<file path="config.mk">
export PLATFORM = sky130hd
export DESIGN_NAME = mem_stage_flat
export DESIGN_NICKNAME = d
export VERILOG_FILES = /design/src/rtl/mem_stage_if.sv /design/src/rtl/mem_stage.sv /design/src/flat_wrapper.sv
export SDC_FILE = /design/constraint.sdc
export NUM_CORES = 1
export LEC_CHECK = 0
export ABC_AREA = 1
export ABC_CLOCK_PERIOD_IN_PS = 2300
export CAP_MARGIN = 25
export CORE_MARGIN = 2
export CORE_UTILIZATION = 26
export CTS_CLUSTER_DIAMETER = 120
export DETAILED_ROUTE_END_ITERATION = 12
export PLACE_DENSITY = 0.58
export SYNTH_ARGS = -nofsm -noshare
export SYNTH_HDL_FRONTEND = slang
export SYNTH_SLANG_ARGS = --single-unit
</file>
<file path="constraint.sdc">
create_clock -name clk -period 2.3 [get_ports clk]
set_input_delay 0.575 -clock clk [delete_from_list [all_inputs] [get_ports clk]]
set_output_delay 0.575 -clock clk [all_outputs]
set_load 0.005 [all_outputs]
</file>
<file path="src/rtl/mem_stage_if.sv">
// Data-memory bus between the memory stage (master) and the multi-cycle
// data memory (slave). Request/done handshake with a busy back-pressure.
interface mem_stage_if;
  logic [15:0] mem_addr;
  logic [15:0] mem_wdata;
  logic        mem_en;
  logic        mem_wr;
  logic [15:0] mem_rdata;
  logic        mem_busy;
  logic        mem_done;

  modport master (
    output mem_addr, mem_wdata, mem_en, mem_wr,
    input  mem_rdata, mem_busy, mem_done
  );

  modport slave (
    input  mem_addr, mem_wdata, mem_en, mem_wr,
    output mem_rdata, mem_busy, mem_done
  );
endinterface

</file>
<file path="src/rtl/mem_stage.sv">
// Pipeline memory stage: issues LD/ST/STU to a multi-cycle data memory,
// stalls the upstream pipe while an access is outstanding, and loads the
// MEM/WB pipe register.
// Optional access/stall performance counters: define MEM_STAGE_PERF_EN.
//
// state       | meaning
// ------------+-----------------------------------------------------------
// S_IDLE      | no access outstanding; a clean memory op issues from here
// S_WAIT_RDY  | memory op pending, memory busy; request held back
// S_WAIT_DONE | request issued; waiting for mem_done or timeout
module mem_stage #(
  parameter int          TIMEOUT_CYCLES = 64,
  parameter logic [15:0] NOP_INSTR      = 16'h0800
) (
  input  logic        clk,
  input  logic        rst,
  input  logic [15:0] instruction_in,
  input  logic [15:0] Xcomp_in,
  input  logic [15:0] Binput_in,
  input  logic        RegWrt_in,
  input  logic        unaligned_error_in,
  mem_stage_if.master mem,
  output logic        mem_stall,
  output logic [15:0] instruction_out,
  output logic [15:0] WData_out,
  output logic        RegWrt_out,
  output logic        err_out
`ifdef MEM_STAGE_PERF_EN
  ,
  output logic [15:0] perf_access_cnt,
  output logic [15:0] perf_stall_cnt
`endif
);

  typedef enum logic [1:0] {S_IDLE, S_WAIT_RDY, S_WAIT_DONE} state_e;

  localparam logic [6:0] TO_LAST = 7'(TIMEOUT_CYCLES - 1);

  state_e      state_q, state_d;
  logic [6:0]  cnt_q, cnt_d;
  logic [15:0] instr_q, instr_d;
  logic [15:0] wdata_q, wdata_d;
  logic        regwrt_q, regwrt_d;
  logic        err_q, err_d;

  logic [4:0] opcode;
  logic       is_ld, is_st, is_mem;
  logic       acc_err, go, done, timeout, err_all;

  // Decode, error qualification, handshake and stall generation.
  // mem_en is decoded from state so a clean access issues in the same cycle
  // the instruction arrives (2-cycle minimum latency).
  always_comb begin
    opcode  = instruction_in[15:11];
    is_ld   = (opcode == 5'b10001);
    is_st   = (opcode == 5'b10000) || (opcode == 5'b10011);
    is_mem  = is_ld | is_st;
    acc_err = unaligned_error_in | (is_mem & Xcomp_in[0]);
    go      = is_mem & ~acc_err;
    done    = (state_q == S_WAIT_DONE) & mem.mem_done;
    timeout = (state_q == S_WAIT_DONE) & (cnt_q == TO_LAST) & ~mem.mem_done;
    err_all = acc_err | timeout;

    mem_stall     = go & ~(done | timeout);
    mem.mem_addr  = Xcomp_in;
    mem.mem_wdata = Binput_in;
    mem.mem_en    = rst & go & ~mem.mem_busy &
                    ((state_q == S_IDLE) | (state_q == S_WAIT_RDY));
    mem.mem_wr    = mem.mem_en & is_st;
  end

  // Next state and timeout counter; the counter saturates rather than wraps.
  always_comb begin
    state_d = state_q;
    cnt_d   = '0;
    case (state_q)
      S_IDLE: begin
        if (go) state_d = mem.mem_busy ? S_WAIT_RDY : S_WAIT_DONE;
      end
      S_WAIT_RDY: begin
        if (!go)                state_d = S_IDLE;
        else if (!mem.mem_busy) state_d = S_WAIT_DONE;
      end
      S_WAIT_DONE: begin
        if (done || timeout) state_d = S_IDLE;
        else cnt_d = (cnt_q == 7'h7F) ? cnt_q : cnt_q + 7'd1;
      end
      default: state_d = S_IDLE;
    endcase
  end

  // MEM/WB pipe register next values: bubble while stalled.
  // A load that produced no data (error or timeout) writes back zero.
  always_comb begin
    instr_d  = instruction_in;
    wdata_d  = wdata_q;
    regwrt_d = RegWrt_in & ~err_all;
    err_d    = err_all;
    if (mem_stall) begin
      instr_d  = NOP_INSTR;
      regwrt_d = 1'b0;
      err_d    = 1'b0;
    end else if (is_ld) begin
      wdata_d = done ? mem.mem_rdata : 16'h0000;
    end else begin
      wdata_d = Xcomp_in;
    end
  end

  // FSM state, timeout counter and MEM/WB pipe registers.
  always_ff @(posedge clk or negedge rst) begin
    if (!rst) begin
      state_q  <= S_IDLE;
      cnt_q    <= '0;
      instr_q  <= NOP_INSTR;
      wdata_q  <= '0;
      regwrt_q <= 1'b0;
      err_q    <= 1'b0;
    end else begin
      state_q  <= state_d;
      cnt_q    <= cnt_d;
      instr_q  <= instr_d;
      wdata_q  <= wdata_d;
      regwrt_q <= regwrt_d;
      err_q    <= err_d;
    end
  end

  assign instruction_out = instr_q;
  assign WData_out       = wdata_q;
  assign RegWrt_out      = regwrt_q;
  assign err_out         = err_q;

`ifdef MEM_STAGE_PERF_EN
  logic [15:0] acc_cnt_q, acc_cnt_d;
  logic [15:0] stl_cnt_q, stl_cnt_d;

  // Saturating access and stall-cycle counters.
  always_comb begin
    acc_cnt_d = acc_cnt_q;
    stl_cnt_d = stl_cnt_q;
    if (mem.mem_en && acc_cnt_q != 16'hFFFF) acc_cnt_d = acc_cnt_q + 16'd1;
    if (mem_stall && stl_cnt_q != 16'hFFFF)  stl_cnt_d = stl_cnt_q + 16'd1;
  end

  // Performance counter registers.
  always_ff @(posedge clk or negedge rst) begin
    if (!rst) begin
      acc_cnt_q <= '0;
      stl_cnt_q <= '0;
    end else begin
      acc_cnt_q <= acc_cnt_d;
      stl_cnt_q <= stl_cnt_d;
    end
  end

  assign perf_access_cnt = acc_cnt_q;
  assign perf_stall_cnt  = stl_cnt_q;
`endif

endmodule

</file>
<file path="src/flat_wrapper.sv">
// flat-port wrapper written by rule: the top's interface ports become plain ports
module mem_stage_flat 
#(
  parameter int          TIMEOUT_CYCLES = 64,
  parameter logic [15:0] NOP_INSTR      = 16'h0800
)
  (clk, rst, instruction_in, Xcomp_in, Binput_in, RegWrt_in, unaligned_error_in, mem_stall, instruction_out, WData_out, RegWrt_out, err_out, mem_mem_addr, mem_mem_wdata, mem_mem_en, mem_mem_wr, mem_mem_rdata, mem_mem_busy, mem_mem_done);
  mem_stage_if mem_i ();
  input  logic clk;
  input  logic rst;
  input  logic [15:0] instruction_in;
  input  logic [15:0] Xcomp_in;
  input  logic [15:0] Binput_in;
  input  logic RegWrt_in;
  input  logic unaligned_error_in;
  output logic mem_stall;
  output logic [15:0] instruction_out;
  output logic [15:0] WData_out;
  output logic RegWrt_out;
  output logic err_out;
  output wire logic [$bits(mem_i.mem_addr)-1:0] mem_mem_addr;
  output wire logic [$bits(mem_i.mem_wdata)-1:0] mem_mem_wdata;
  output wire logic [$bits(mem_i.mem_en)-1:0] mem_mem_en;
  output wire logic [$bits(mem_i.mem_wr)-1:0] mem_mem_wr;
  input wire logic [$bits(mem_i.mem_rdata)-1:0] mem_mem_rdata;
  input wire logic [$bits(mem_i.mem_busy)-1:0] mem_mem_busy;
  input wire logic [$bits(mem_i.mem_done)-1:0] mem_mem_done;
  assign mem_mem_addr = mem_i.mem_addr;
  assign mem_mem_wdata = mem_i.mem_wdata;
  assign mem_mem_en = mem_i.mem_en;
  assign mem_mem_wr = mem_i.mem_wr;
  assign mem_i.mem_rdata = mem_mem_rdata;
  assign mem_i.mem_busy = mem_mem_busy;
  assign mem_i.mem_done = mem_mem_done;
  mem_stage #(.TIMEOUT_CYCLES(TIMEOUT_CYCLES), .NOP_INSTR(NOP_INSTR)) u_core (.clk(clk), .rst(rst), .instruction_in(instruction_in), .Xcomp_in(Xcomp_in), .Binput_in(Binput_in), .RegWrt_in(RegWrt_in), .unaligned_error_in(unaligned_error_in), .mem(mem_i), .mem_stall(mem_stall), .instruction_out(instruction_out), .WData_out(WData_out), .RegWrt_out(RegWrt_out), .err_out(err_out));
endmodule
</file>
==> flow_summary.toml, run 1 <==
[worst_setup_path]
r2r_cells = 9
cp-start-kind = "input port"
r2r-end = "u_core.WData_out[0]$_DFFE_PN0N_"
critPathKind = "in -> out"
end_kind = "output port"
cp_slowest_stage_delay_ns = 0.41
rrSetupSlack_ns = 0.75
crit_fanout = 2
slowest_stage = "clkdlybuf4s50_1"
worstPathRequired_ns = 1.73
r2r-start = "u_core.cnt_q[1]$_DFFE_PN0P_"
path_cells = "clkdlybuf4s50_1 -> inv_2 -> nand4_4 -> buf_4 -> nor2_1 -> clkdlybuf4s15_2"
arrival_ns = 1.61

[grt]
grt_pass1_wl_um = 10040
grt_overflow = 0
antenna_found_initial = 0
grt_max_degree = 44
grt_pass1_vias = 2084
grtUsageTotal_pct = 12.45

[final_layout]
multiInputGateArea_sq_um = 914.6
syn_to_final_growth_pct = 49.43
drive_above_1_share_pct = 23.16
nNetsFinal = 450
ff_latch_area_sq_mm = 0.001077
fillCellCount = 944
utilization_pct = 39.37
num_antenna_cells = 0

[detailed_routing]
via_count = 2037
vias_per_cell = 4.149
drt-initial-drc-count = 45
post_drt_wl_per_cell_um = 12.42
drc = 0
wl_um = 6098
antenna_left = 0
drtPass1Iterations = 4

[logic_synthesis]
synth_top_area_share_pct = 43.80
synth_compound_area_share_pct = 5.631
synthMuxAreaShare_pct = 0
synth-seq-cells = 43
synth_edf_count = 0
synth_most_common_cell = "nand2_1"
ys_types = 34
synth_area_sq_mm = 0.002400
synth_commonest_cells = "nand2_1 (62), dfrtp_1 (42), buf_4 (33)"
yosysTopAreaCell = "dfrtp_1"
synthSimpleGateAreaFrac_pct = 30.40
synth_top_family_by_area = "simple AND/OR/NAND/NOR gates"
yosys.area_share.adder_pct = 0.5214
synth_nets = 355
synth_warnings = 0
synthTopCellsByArea = "dfrtp_1 (44%), buf_4 (10%), nand2_1 (9.7%), nor2_1 (4.7%), nand3_1 (4.6%)"
post_synth.cell_area_avg_sq_um = 8.450
synthCells = 284
yosysSeqAreaShare_pct = 44.89
ys.flop_type = "dfrtp_1"
ys_async_sr_fraction_pct = 100.0
synth-xor-area-share_pct = 0.7299

[clock_network]
numCtsBuffers = 5
clk_latency_ns = 0.29
holdBufCountCts = 0
h-tree-depth = 2
cts-root-buf = "clkbuf_8"
clock_path_buffers = 2
cts.reportedPaths.clkPinSlew_ns = 0.08
clock_sinks = 43
cts_tree = "done"

[sta]
relSlewSlack_pct = 62.71
setup_tns_ns = 0
timing.final.crit_share_pct = 95.20
rsz0062_at_grt = "false"
drv_slew = 0
max_freq_mhz = 456.7
layout_setup_ws_ns = 0.1105
final-setup-viol-count = 0
worstMarginPinSlew_ns = 0.5594
period_minus_slack_ns = 2.190
fin_skew_ns = 0.004048
hold_violations = 0

[place]
place_ws_ns = -0.4823
port_buffers = 106
dp_hpwl_um = 4652
gp_congestion = 0.7953

[floorplan]
coreArea_sq_mm = 0.009109
die_x_um = 100.1
start_util_pct = 26.35
rows = 35
die_height_um = 100.1
dieArea_sq_mm = 0.01001
boundaryPins = 139

[power_and_ir_drop]
peakVddDrop_mv = 0.1905
p_per_area_mw_per_mm2 = 452.4
static-leakage-power_nw = 1.620

[hold_path]
hold_class = "in -> async"

[run]
max_cap_violations = 0

[run_status]
status = "completed"
-- layer usage --
layer | global-route usage, % | share of wire [%] | vias up
met2 | 20.43 | 44 | 95
met1 | 16.02 | 46 | 909
li1 | - | - | 1029
met4 | 2.318 | 0.21 | 0
met5 | 0 | 0 | -
met3 | 4.457 | 10 | 4
-- state kept, by name, indices dropped and copies added (netlist names) --
signal and count:
u_core.instruction_out 16, u_core.RegWrt_out 1, u_core.WData_out 16, u_core.state_q 2, u_core.err_out 1, u_core.cnt_q 7
-- stage by stage --
stage / power, W / cell area [sq um] / cells / hold WS [ns]
finish: 0.001622 / 3586 / 491 / 0.3574
global route: 0.001717 / 3586 / 491 / 0.4157
CTS: 0.001655 / 3568 / 490 / 0.3851
detailed placement: 0.001160 / 3450 / 478 / 0.4800
global placement: 0.001158 / 3450 / 478 / 0.4606
floorplan: 0.0009473 / 2400 / 284 / 0.2794
-- worst max-delay path by stage --
stage                       start          to  slack (ns)
3_3_place_gp   instruction_in[14]  mem_mem_wr       -0.44
6_report       unaligned_error_in  mem_mem_en        0.11
2_1_floorplan  instruction_in[14]   mem_stall        0.43
5_1_grt        instruction_in[14]  mem_mem_en      0.0002
4_1_cts               Xcomp_in[0]  mem_mem_en        0.02
3_5_place_dp   instruction_in[14]  mem_mem_wr       -0.48
-- what timing repair did --
action | 4_1_cts | 5_1_grt
pin swaps | 1 | 1
endpoints found under the setup margin | 4 | 3
gates resized for setup | 22 | 6
setup buffers | 4 | 1
endpoints found under the hold margin | 0 | 0
gates cloned | 0 | 0
-- logic make-up (layout without fill, tap and decap cells) --
kind of cell               after synthesis  count (layout)
AOI/OAI and AO/OA                       18              18
xor gates and xnor gates                 2               2
DFF                                     43              43
and+or+nand+nor                        149             149
adders and majority gates                1               1
buffers and inverters                   71             167
-- report_power, final --
| part | leakage (nW) | switching [W] | internal (W) | total, W |
|---|---|---|---|---|
| clock | 0.0412 | 0.000268 | 0.000213 | 0.000481 |
| combinational | 1.06 | 0.000122 | 0.000208 | 0.000330 |
| sequential | 0.523 | 0.0000168 | 0.000794 | 0.000811 |
-- layout make-up --
| type | instances | share of cell area [%] |
|---|---|---|
| tap | 111 | 3.873 |
| inverter | 29 | 3.210 |
| clock inverter | 2 | 0.3489 |
| clock buffer | 6 | 2.024 |
| multi-input combinational | 170 | 25.51 |
| sequential | 43 | 30.04 |
| timing repair buffer | 130 | 35.00 |
-- cell usage in the layout (no fill, tap or decap), drive strengths merged, types with 3 or more instances in the layout --
cell / count
a21oi: 15
buf: 27
clkbuf: 6
clkdlybuf4s50: 95
clkinv: 3
dfrtp: 42
dlygate4sd2: 5
inv: 27
nand2: 73
nand3: 23
nand4: 3
nor2: 46
o21ai: 3
-- worst max-delay path, delay by kind of cell --
family | cells | cell delay [ns]
simple gates | 2 | 0.18
buf+inv | 4 | 0.85
(Power assumes the default switching activity.)
==> run 2, diff against run 1 <==
--- a/config.mk
+++ b/config.mk
@@ -12,7 +12,8 @@
 export CORE_UTILIZATION = 26
 export CTS_CLUSTER_DIAMETER = 120
 export DETAILED_ROUTE_END_ITERATION = 12
-export PLACE_DENSITY = 0.58
+export PLACE_DENSITY = 0.71
+export SETUP_SLACK_MARGIN = 0.3
 export SYNTH_ARGS = -nofsm -noshare
 export SYNTH_HDL_FRONTEND = slang
 export SYNTH_SLANG_ARGS = --single-unit
==> run 2 against run 1 <==
Effect of this change: combinational power rose by 10%; global-route usage increased by 0.78 points; non-clock buffer count is 17 higher; power grew 1.8%; worst setup slack better by 0.17 ns; maximum frequency grew 8.3%.
==> flow_summary.toml, run 2 (synthesis results as in run 1) <==
[worst_setup_path]
r2r-end = "u_core.WData_out[4]$_DFFE_PN0N_"
r2r_cells = 8
crit_fanout = 3
critPathLaunch = "u_core.cnt_q[0]$_DFFE_PN0P_"
critPathKind = "reg -> out"
cp-start-kind = "flop"
end_kind = "output port"
slowest_stage = "dfrtp_1"
cp_slowest_stage_delay_ns = 0.36
arrival_ns = 1.45
path_cells = "ha_2 -> nand2_2 -> nor2_4 -> nand4_1 -> nand2_2 -> nor2_4 -> buf_2"
cp_top_family = "simple AND/OR/NAND/NOR gates"
worst-path-buf-inv = 1
rrSetupSlack_ns = 0.73
cp.depth = 7
r2r-start = "u_core.state_q[0]$_DFFE_PN0P_"
endpoint = "mem_stall"
worstPathRequired_ns = 1.73

[power_and_ir_drop]
p_per_area_mw_per_mm2 = 425.6
peakVddDrop_mv = 0.1754
power_w = 0.001652
static-leakage-power_nw = 1.761

[final_layout]
fillCellCount = 906
syn_to_final_growth_pct = 61.73
multiInputGateArea_sq_mm = 0.001045
layout_common_cells = "clkdlybuf4s50_1 (77), nand2_1 (58), dfrtp_1 (42)"
ff_latch_area_sq_mm = 0.001077
nNetsFinal = 467
num_antenna_cells = 0
fin_area_sq_mm = 0.003881
drive_above_1_share_pct = 33.00
final_common_cell = "clkdlybuf4s50_1"

[floorplan]
die_x_um = 100.1
die_height_um = 100.1
coreArea_sq_mm = 0.009109
start_util_pct = 26.35
boundaryPins = 139
rows = 35
dieArea_sq_mm = 0.01001

[detailed_routing]
drc = 0
drt-initial-drc-count = 74
wl_um = 7020
routedLengthMet1_um = 2888
drtPass1Iterations = 4
post_drt_wl_per_cell_um = 13.82
antenna_left = 0
via_count = 2154
vias_per_cell = 4.240
wl_met2_um = 3581
wl_met3_um = 498
top_layer_used = "met4"

[place]
port_buffers = 106
dp_hpwl_um = 4727
placed_cell_area_sq_mm = 0.003450
gp_congestion = 0.7869

[grt]
grt_pass1_wl_um = 10540
grtUsageTotal_pct = 13.23
grt_max_degree = 44
grt_pass1_vias = 2161
grt_overflow = 0
antenna_found_initial = 0

[sta]
relSlewSlack_pct = 62.46
drv_slew = 0
final-setup-viol-count = 0
max_freq_mhz = 494.7
worstMarginPinSlew_ns = 0.5631
period_minus_slack_ns = 2.021
fin_skew_ns = 0.01089
hold_violations = 0
rsz0062_at_grt = "true"
timing.final.crit_share_pct = 87.89

[clock_network]
clock_sinks = 43
cts.reportedPaths.clkPinSlew_ns = 0.08
cts-root-buf = "clkbuf_8"
holdBufCountCts = 0
clock_path_buffers = 2
numCtsBuffers = 5
h-tree-depth = 2
cts_tree = "done"
clk_latency_ns = 0.30

[hold_path]
hold_class = "in -> async"

[run]
max_cap_violations = 0

[run_status]
status = "completed"
[run 2: changes by cell type in the layout (fill, tap and decap cells not counted), moves of 3 or more]
cell	delta
nor2_4	+11
a21oi_1	-6
a21oi_2	+5
buf_4	+5
clkbuf_2	+3
buf_6	+9
clkdlybuf4s50_1	-18
nor2_1	-12
dlygate4sd2_1	+14
[run 2: where the power goes]
group	internal [W]	leakage [nW]	total [W]	switching (W)
Sequential	0.000794	0.523	0.000811	0.0000171
Clock	0.000213	0.0412	0.000477	0.000264
Combinational	0.000224	1.20	0.000364	0.000140
Total	0.00123	1.76	0.00165	0.000421
[run 2: through the flow]
step	TNS, ns	utilization, %	instances	hold slack [ns]	setup slack (ns)
6_report	0	42.61	508	0.3583	0.2786
5_1_grt	0	42.61	508	0.3655	0.1438
4_1_cts	0	39.99	502	0.3851	0.1804
3_5_place_dp	-1.291	37.87	478	0.4833	-0.4874
3_3_place_gp	-1.258	37.87	478	0.4609	-0.4734
2_1_floorplan	0	-	284	0.2794	0.4286
[run 2: layer usage]
layer  global-route usage [%]  up-vias
li1                         -     1065
met1                    15.81      999
met2                    23.70       80
met3                    3.621       10
met4                    3.056        0
met5                        0        -
[run 2: worst min-delay path by stage]
stage | from | to | slack [ns] | depth (start not counted)
final | rst | u_core.instruction_out[3]$_DFF_PN0_ | 0.36 | 2
after CTS | rst | u_core.instruction_out[3]$_DFF_PN0_ | 0.39 | 2
after global placement | u_core.WData_out[0]$_DFFE_PN0N_ | u_core.WData_out[0]$_DFFE_PN0N_ | 0.46 | 2
after global routing | instruction_in[14] | u_core.instruction_out[14]$_DFF_PN0_ | 0.37 | 1
after floorplan | rst | u_core.RegWrt_out$_DFF_PN0_ | 0.28 | 0
after detailed placement | u_core.WData_out[0]$_DFFE_PN0N_ | u_core.WData_out[0]$_DFFE_PN0N_ | 0.48 | 2
[run 2: layout make-up]
class / instances / area share (%)
Clock buffer: 6 / 1.870
Clock inverter: 2 / 0.3224
Inverter: 29 / 3.095
Multi-Input combinational cell: 170 / 26.92
Sequential cell: 43 / 27.76
Tap cell: 111 / 3.578
Timing Repair Buffer: 147 / 36.46
[run 2: timing repair]
| item | CTS | global route |
|---|---|---|
| cloned | 0 | 3 |
| buffers inserted | 16 | 3 |
| endpoints found under the hold margin | 0 | 0 |
| resized for setup | 56 | 53 |
| pin swaps | 10 | 21 |
| endpoints found under the setup margin | 19 | 18 |
[run 2: worst register-to-register path, cell delays in order (launching register included)]
cell and delay [ns]:
dfrtp_1 0.44, nor2_8 0.20, nand2_4 0.07, buf_4 0.13, clkinv_2 0.23, nand2_1 0.13, a21oi_2 0.16, nand2_1 0.08
nand2_1 0.07
==> patch 1 (settings of run 2) <==
`TIMEOUT_CYCLES` is set to 64 in 2 places; all go to 48.
--- a/src/rtl/mem_stage.sv
+++ b/src/rtl/mem_stage.sv
@@ -9,7 +9,7 @@
 // S_WAIT_RDY  | memory op pending, memory busy; request held back
 // S_WAIT_DONE | request issued; waiting for mem_done or timeout
 module mem_stage #(
-  parameter int          TIMEOUT_CYCLES = 64,
+  parameter int          TIMEOUT_CYCLES = 48,
   parameter logic [15:0] NOP_INSTR      = 16'h0800
 ) (
   input  logic        clk,
--- a/src/flat_wrapper.sv
+++ b/src/flat_wrapper.sv
@@ -1,7 +1,7 @@
 // flat-port wrapper written by rule: the top's interface ports become plain ports
 module mem_stage_flat 
 #(
-  parameter int          TIMEOUT_CYCLES = 64,
+  parameter int          TIMEOUT_CYCLES = 48,
   parameter logic [15:0] NOP_INSTR      = 16'h0800
 )
   (clk, rst, instruction_in, Xcomp_in, Binput_in, RegWrt_in, unaligned_error_in, mem_stall, instruction_out, WData_out, RegWrt_out, err_out, mem_mem_addr, mem_mem_wdata, mem_mem_en, mem_mem_wr, mem_mem_rdata, mem_mem_busy, mem_mem_done);
Check against the original RTL: same outputs for any inputs over 10 cycles, from zero or initial values and one cycle with rst low; that may be too few to reach the edited logic, so the function may still have changed.
==> patch 1 against run 2 <==
- fmax decreased by 0.29%
- worst setup slack got worse by 0.0060 ns
- non-clock buffer count shrank 12
- sequential cell count did not move
- first-iteration DRC count fell by 50%
- final area decreased by 7.7%
- wire length is 12% lower
- clock power increased by 23%
- critical path depth up 1
- sequential power increased by 4.2%
- synthesized area is 1.9% lower
- die area decreased by 1.8%
- power up 14%
- largest cell class unchanged
==> patch 1: results (changes against run 2) <==
Global route
  • GRT Overall Usage: 0.1243 (-0.008015)
  • Initial antenna violation count: 0 (unchanged)
  • First-pass GRT wire length: 9.735 mm (-7.6%)

Synth
  • Syn. warnings: 0 (unchanged)
  • Synth Instances: 279 (-1.8%)
  • Syn Nets: 350 (-1.4%)
  • Post-synth ARST share: 1.000 (unchanged)
  • Ranking of synthesized cells by area: dfrtp_1 (45%), nand2_1 (11%), buf_4 (11%)
  • Most common library cells after synthesis: nand2_1 (71), dfrtp_1 (42), buf_4 (33)
  • Top FF cell, synth: dfrtp_1
  • Synth unique cells: 29 (-15%)
  • Post-synthesis sequential area ratio: 0.4575 (+0.008587)

Critical path
  • R2R Path Start: u_core.cnt_q[1]
  • R2r endpoint: u_core.WData_out[15]
  • Max incr delay on CP: 0.19 ns (-0.17 ns)
  • Worst Setup EP: mem_mem_wr
  • Reg2reg path depth: 9 (+1)
  • Worst Path Arrival: 1.45 ns (about the same)
  • Worst Path Max Fanout: 2 (-1)
  • R2r setup slk: 0.62 ns (-0.11 ns)
  • Worst setup path start: instruction_in[14]
  • WP data required: 1.73 ns (about the same)
  • Crit path max-delay family: buffers and inverters
  • Crit-path slowest cell: nor3b_4

CTS
  • Root buffer cell: clkbuf_8
  • H-tree levels: 2 (unchanged)
  • Num CTS Buffers: 5 (unchanged)
  • Max clock buf depth: 2 (unchanged)
  • Clock Latency Late Sink: 0.30 ns (about the same)

Drt
  • Initial drt markers: 37 (-50%)
  • Iteration count of the initial detailed-routing pass: 4 (unchanged)
  • WL/cell: 12.60 um (-8.8%)
  • Via count: 2,096 (-2.7%)

Placed design
  • GP Congestion: 0.7360 (-6.5%)
  • Buffers on Ports: 106 (unchanged)
  • Placed insts: 468 (-2.1%)
  • HPWL after DPL: 4.441 mm (-6.0%)
  • Placed cell areas: 3364 um2 (-2.5%)
  • Pre-CTS setup slack: -0.4891 ns (-0.001702 ns)

Pwr
  • P per Cell Area: 527.5 nW/um2 (+24%)
  • Max rail drop VDD: 0.3143 mV (+79%)
  • Seq group: 845 uW (+4.2%)
  • LEAKAGE: 1.678 nW (-4.7%)
  • Combinational group share of total power: 0.243 (+0.023)
  • Net Sw Frac: 0.2647 (+0.009637)

STA
  • WHS: 0.3910 ns (+0.03264 ns)
  • Rel. slew slack: 0.6276 (+0.002965)
  • Fin Clk Skew: 0.01278 ns (+0.001886 ns)

Layout
  • Register area: 1077 um2 (unchanged)
  • Share of cells above drive strength 1: 0.2500 (-0.07997)
  • Filler cells: 900 (-0.66%)
  • Post-Layout Cell Count: 488 (-3.9%)
  • Fin nets: 450 (-3.6%)

Outcome
  • Status: finished clean
==> patch 1: layout make-up <==
class	count	share of cell area
Clock buffer	7	0.02130
Clock inverter	1	0.008380
Inverter	27	0.03003
Multi-Input combinational cell	167	0.2545
Sequential cell	43	0.3006
Tap cell	108	0.03771
Timing Repair Buffer	135	0.3474
==> patch 1: routing by layer <==
layer	wire [um]	global-route usage	up-vias
met5	0	0	-
met4	99	0.03477	0
li1	-	-	1029
met1	2426	0.1359	963
met3	545	0.04638	11
met2	3078	0.2251	93
==> patch 1: logic make-up after synthesis <==
family          after synthesis  share of synthesized area
compound gates               27                    0.06111
xor+xnor                      1                   0.003720
fa+ha+maj                     1                   0.005313
buf+inv                      69                     0.1801
flops                        43                     0.4575
simple gates                138                     0.2922
==> patch 1: what timing repair did <==
item | CTS | global route
resized for setup | 62 | 15
buffers inserted | 10 | 2
pin swaps | 6 | 7
setup endpoints to repair | 34 | 3
cloned | 0 | 0
==> patch 2 (settings of run 2) <==
Without the edit above. The 3 states of `state_e` get a one-hot encoding in 3 bits.
--- a/src/rtl/mem_stage.sv
+++ b/src/rtl/mem_stage.sv
@@ -32,7 +32,7 @@
 `endif
 );
 
-  typedef enum logic [1:0] {S_IDLE, S_WAIT_RDY, S_WAIT_DONE} state_e;
+  typedef enum logic [2:0] {S_IDLE = 3'b001, S_WAIT_RDY = 3'b010, S_WAIT_DONE = 3'b100} state_e;
 
   localparam logic [6:0] TO_LAST = 7'(TIMEOUT_CYCLES - 1);
 
Formal check against the unedited RTL: same outputs for any inputs over 10 cycles, from zero or initial values and one cycle with rst low; not proved beyond that.
==> patch 2 against run 2 <==
- final area shrank 5.0%
- sequential power increased by 5.8%
- fmax fell by 3.6%
- die area is 4.7% lower
- sequential share of layout area rose by 2.2 points
- worst setup slack worse by 0.077 ns
- wire length is 13% lower
- largest power group unchanged
- power rose by 8.4%
- sequential cell count is 1 higher
- critical path type unchanged
- synthesized cell count is 9.9% lower
- global-route usage is 0.35 points lower
- count of clock-buffer cells in the layout grew 1
- synthesized area fell by 4.8%
==> patch 2: results (changes against run 2) <==
Outcome
  • Status: finished clean

Layout
  • Seq area share: 0.2993 (+0.02173)
  • Post-Layout Cell Count: 478 (-5.9%)
  • Footprint of the multi-input gates: 852.1 um2 (-18%)
  • Non-CTS buffers: 146 (-0.68%)
  • NonClk Buf Share: 0.3770 (+0.01239)
  • Seq cells: 44 (+2.3%)
  • Invs w/o clock: 30 (+3.4%)
  • Filler cells: 853 (-5.8%)
  • Multi-input gate count: 142 (-16%)
  • Clock buf/inv share: 0.02545 (+0.003528)
  • Share of cells above drive strength 1: 0.2459 (-0.08403)
  • Clkbuf count: 7 (+1)
  • Fin nets: 440 (-5.8%)

Placed design
  • Placed insts: 446 (-6.7%)
  • Pre-CTS setup slack: -0.4898 ns (-0.002436 ns)
  • GP Congestion: 0.7357 (-6.5%)
  • Buffers on Ports: 106 (unchanged)
  • HPWL after DPL: 4.368 mm (-7.6%)

Global route
  • Met1 Usage GRT: 0.1409 (-0.01726)
  • Met2 usage in global routing: 0.2207 (-0.01632)
  • Initial antenna violation count: 0 (unchanged)
  • First-pass GRT wire length: 9.811 mm (-6.9%)
  • Largest net degree at the start of global routing: 46 (+4.5%)
  • Vias in the first global route: 2,105 (-2.6%)
  • Met3 usage: 0.04964 (+0.01343)
  • GRT Overall Usage: 0.1288 (-0.003464)

Synth
  • Ranking of synthesized cells by area: dfrtp_1 (46%), buf_4 (11%), nand2_1 (8.5%)
  • Synth unique cells: 27 (-21%)
  • Mean Syn Cell Area: 8.920 um2 (+5.6%)
  • Post-synthesis xor/xnor area fraction: 0.003836 (-0.003464)
  • Most common library cells after synthesis: nand2_1 (52), dfrtp_1 (42), buf_4 (34)
  • Compound-Gate Fraction of Synth Area: 0.1348 (+0.07849)
  • Post-synthesis sequential area ratio: 0.4833 (+0.03438)
  • Syn Nets: 327 (-7.9%)
  • Post-synth top area share: 0.4603 (+0.02232)
  • Adder-Cell Fraction of Synth Area: 0.005479 (+0.0002657)

Drt
  • Met2 wire len: 3.042 mm (-15%)
  • WL met3: 508 um (+2.0%)
  • M1 WL: 2.383 mm (-17%)
  • DR vias/cell: 4.280 (+0.95%)
  • Initial drt markers: 65 (-12%)
  • Routed wire length: 6.087 mm (-13%)

Critical path
  • Worst Path Arrival: 1.52 ns (+0.07 ns)
  • Crit path max-delay family: flip-flops
  • Max incr delay on CP: 0.56 ns (+0.20 ns)
  • Crit-path slowest cell: dfstp_2
  • Reg2reg path depth: 15 (+7)

Pwr
  • LEAKAGE: 1.705 nW (-3.1%)
  • Net Sw Frac: 0.2562 (+0.001165)
  • Max rail drop VDD: 0.2083 mV (+19%)
  • Seq group: 858 uW (+5.8%)
  • Clock share of power: 0.281 (-0.007)

STA
  • Worst Tran Pin Value: 0.5604 ns (-0.002693 ns)
  • Fin Clk Skew: 0.007759 ns (-0.003134 ns)

CTS
  • Num CTS Buffers: 5 (unchanged)
  • Root buffer cell: clkbuf_8
  • Post_cts resized: 57 (+1.8%)

Floorplan
  • # rows: 34 (-2.9%)
  • Starting density of the core: 0.2644 (+0.0009545)
[patch 2: cell types whose count changed after synthesis, sizes merged, moves of 3 or more]
cell    delta
a21boi    +15
a21oi     -12
inv        +3
nand2     -17
nand3     -18
nor2      -16
o21ai     +17
[patch 2: stage by stage]
stage	cell area, um2	utilization	power [mW]
after CTS	3550	0.4110	1.787
final	3687	0.4270	1.791
after floorplan	2283	-	1.030
after global placement	3318	0.3842	1.246
after global routing	3687	0.4270	1.900
after detailed placement	3318	0.3842	1.255
[patch 2: final timing paths]
| check | start | end | slack, ns |
|---|---|---|---|
| max | u_core.state_q[0] | mem_mem_wr | 0.20 |
| min | rst | u_core.WData_out[3] | 0.38 |
| max in group asynchronous | rst | u_core.state_q[0] | 1.54 |
| min in group clk | instruction_in[14] | u_core.instruction_out[14] | 0.42 |
| max reg2reg | u_core.cnt_q[0] | u_core.RegWrt_out | 0.28 |
| min reg2reg | u_core.WData_out[1] | u_core.WData_out[1] | 0.49 |
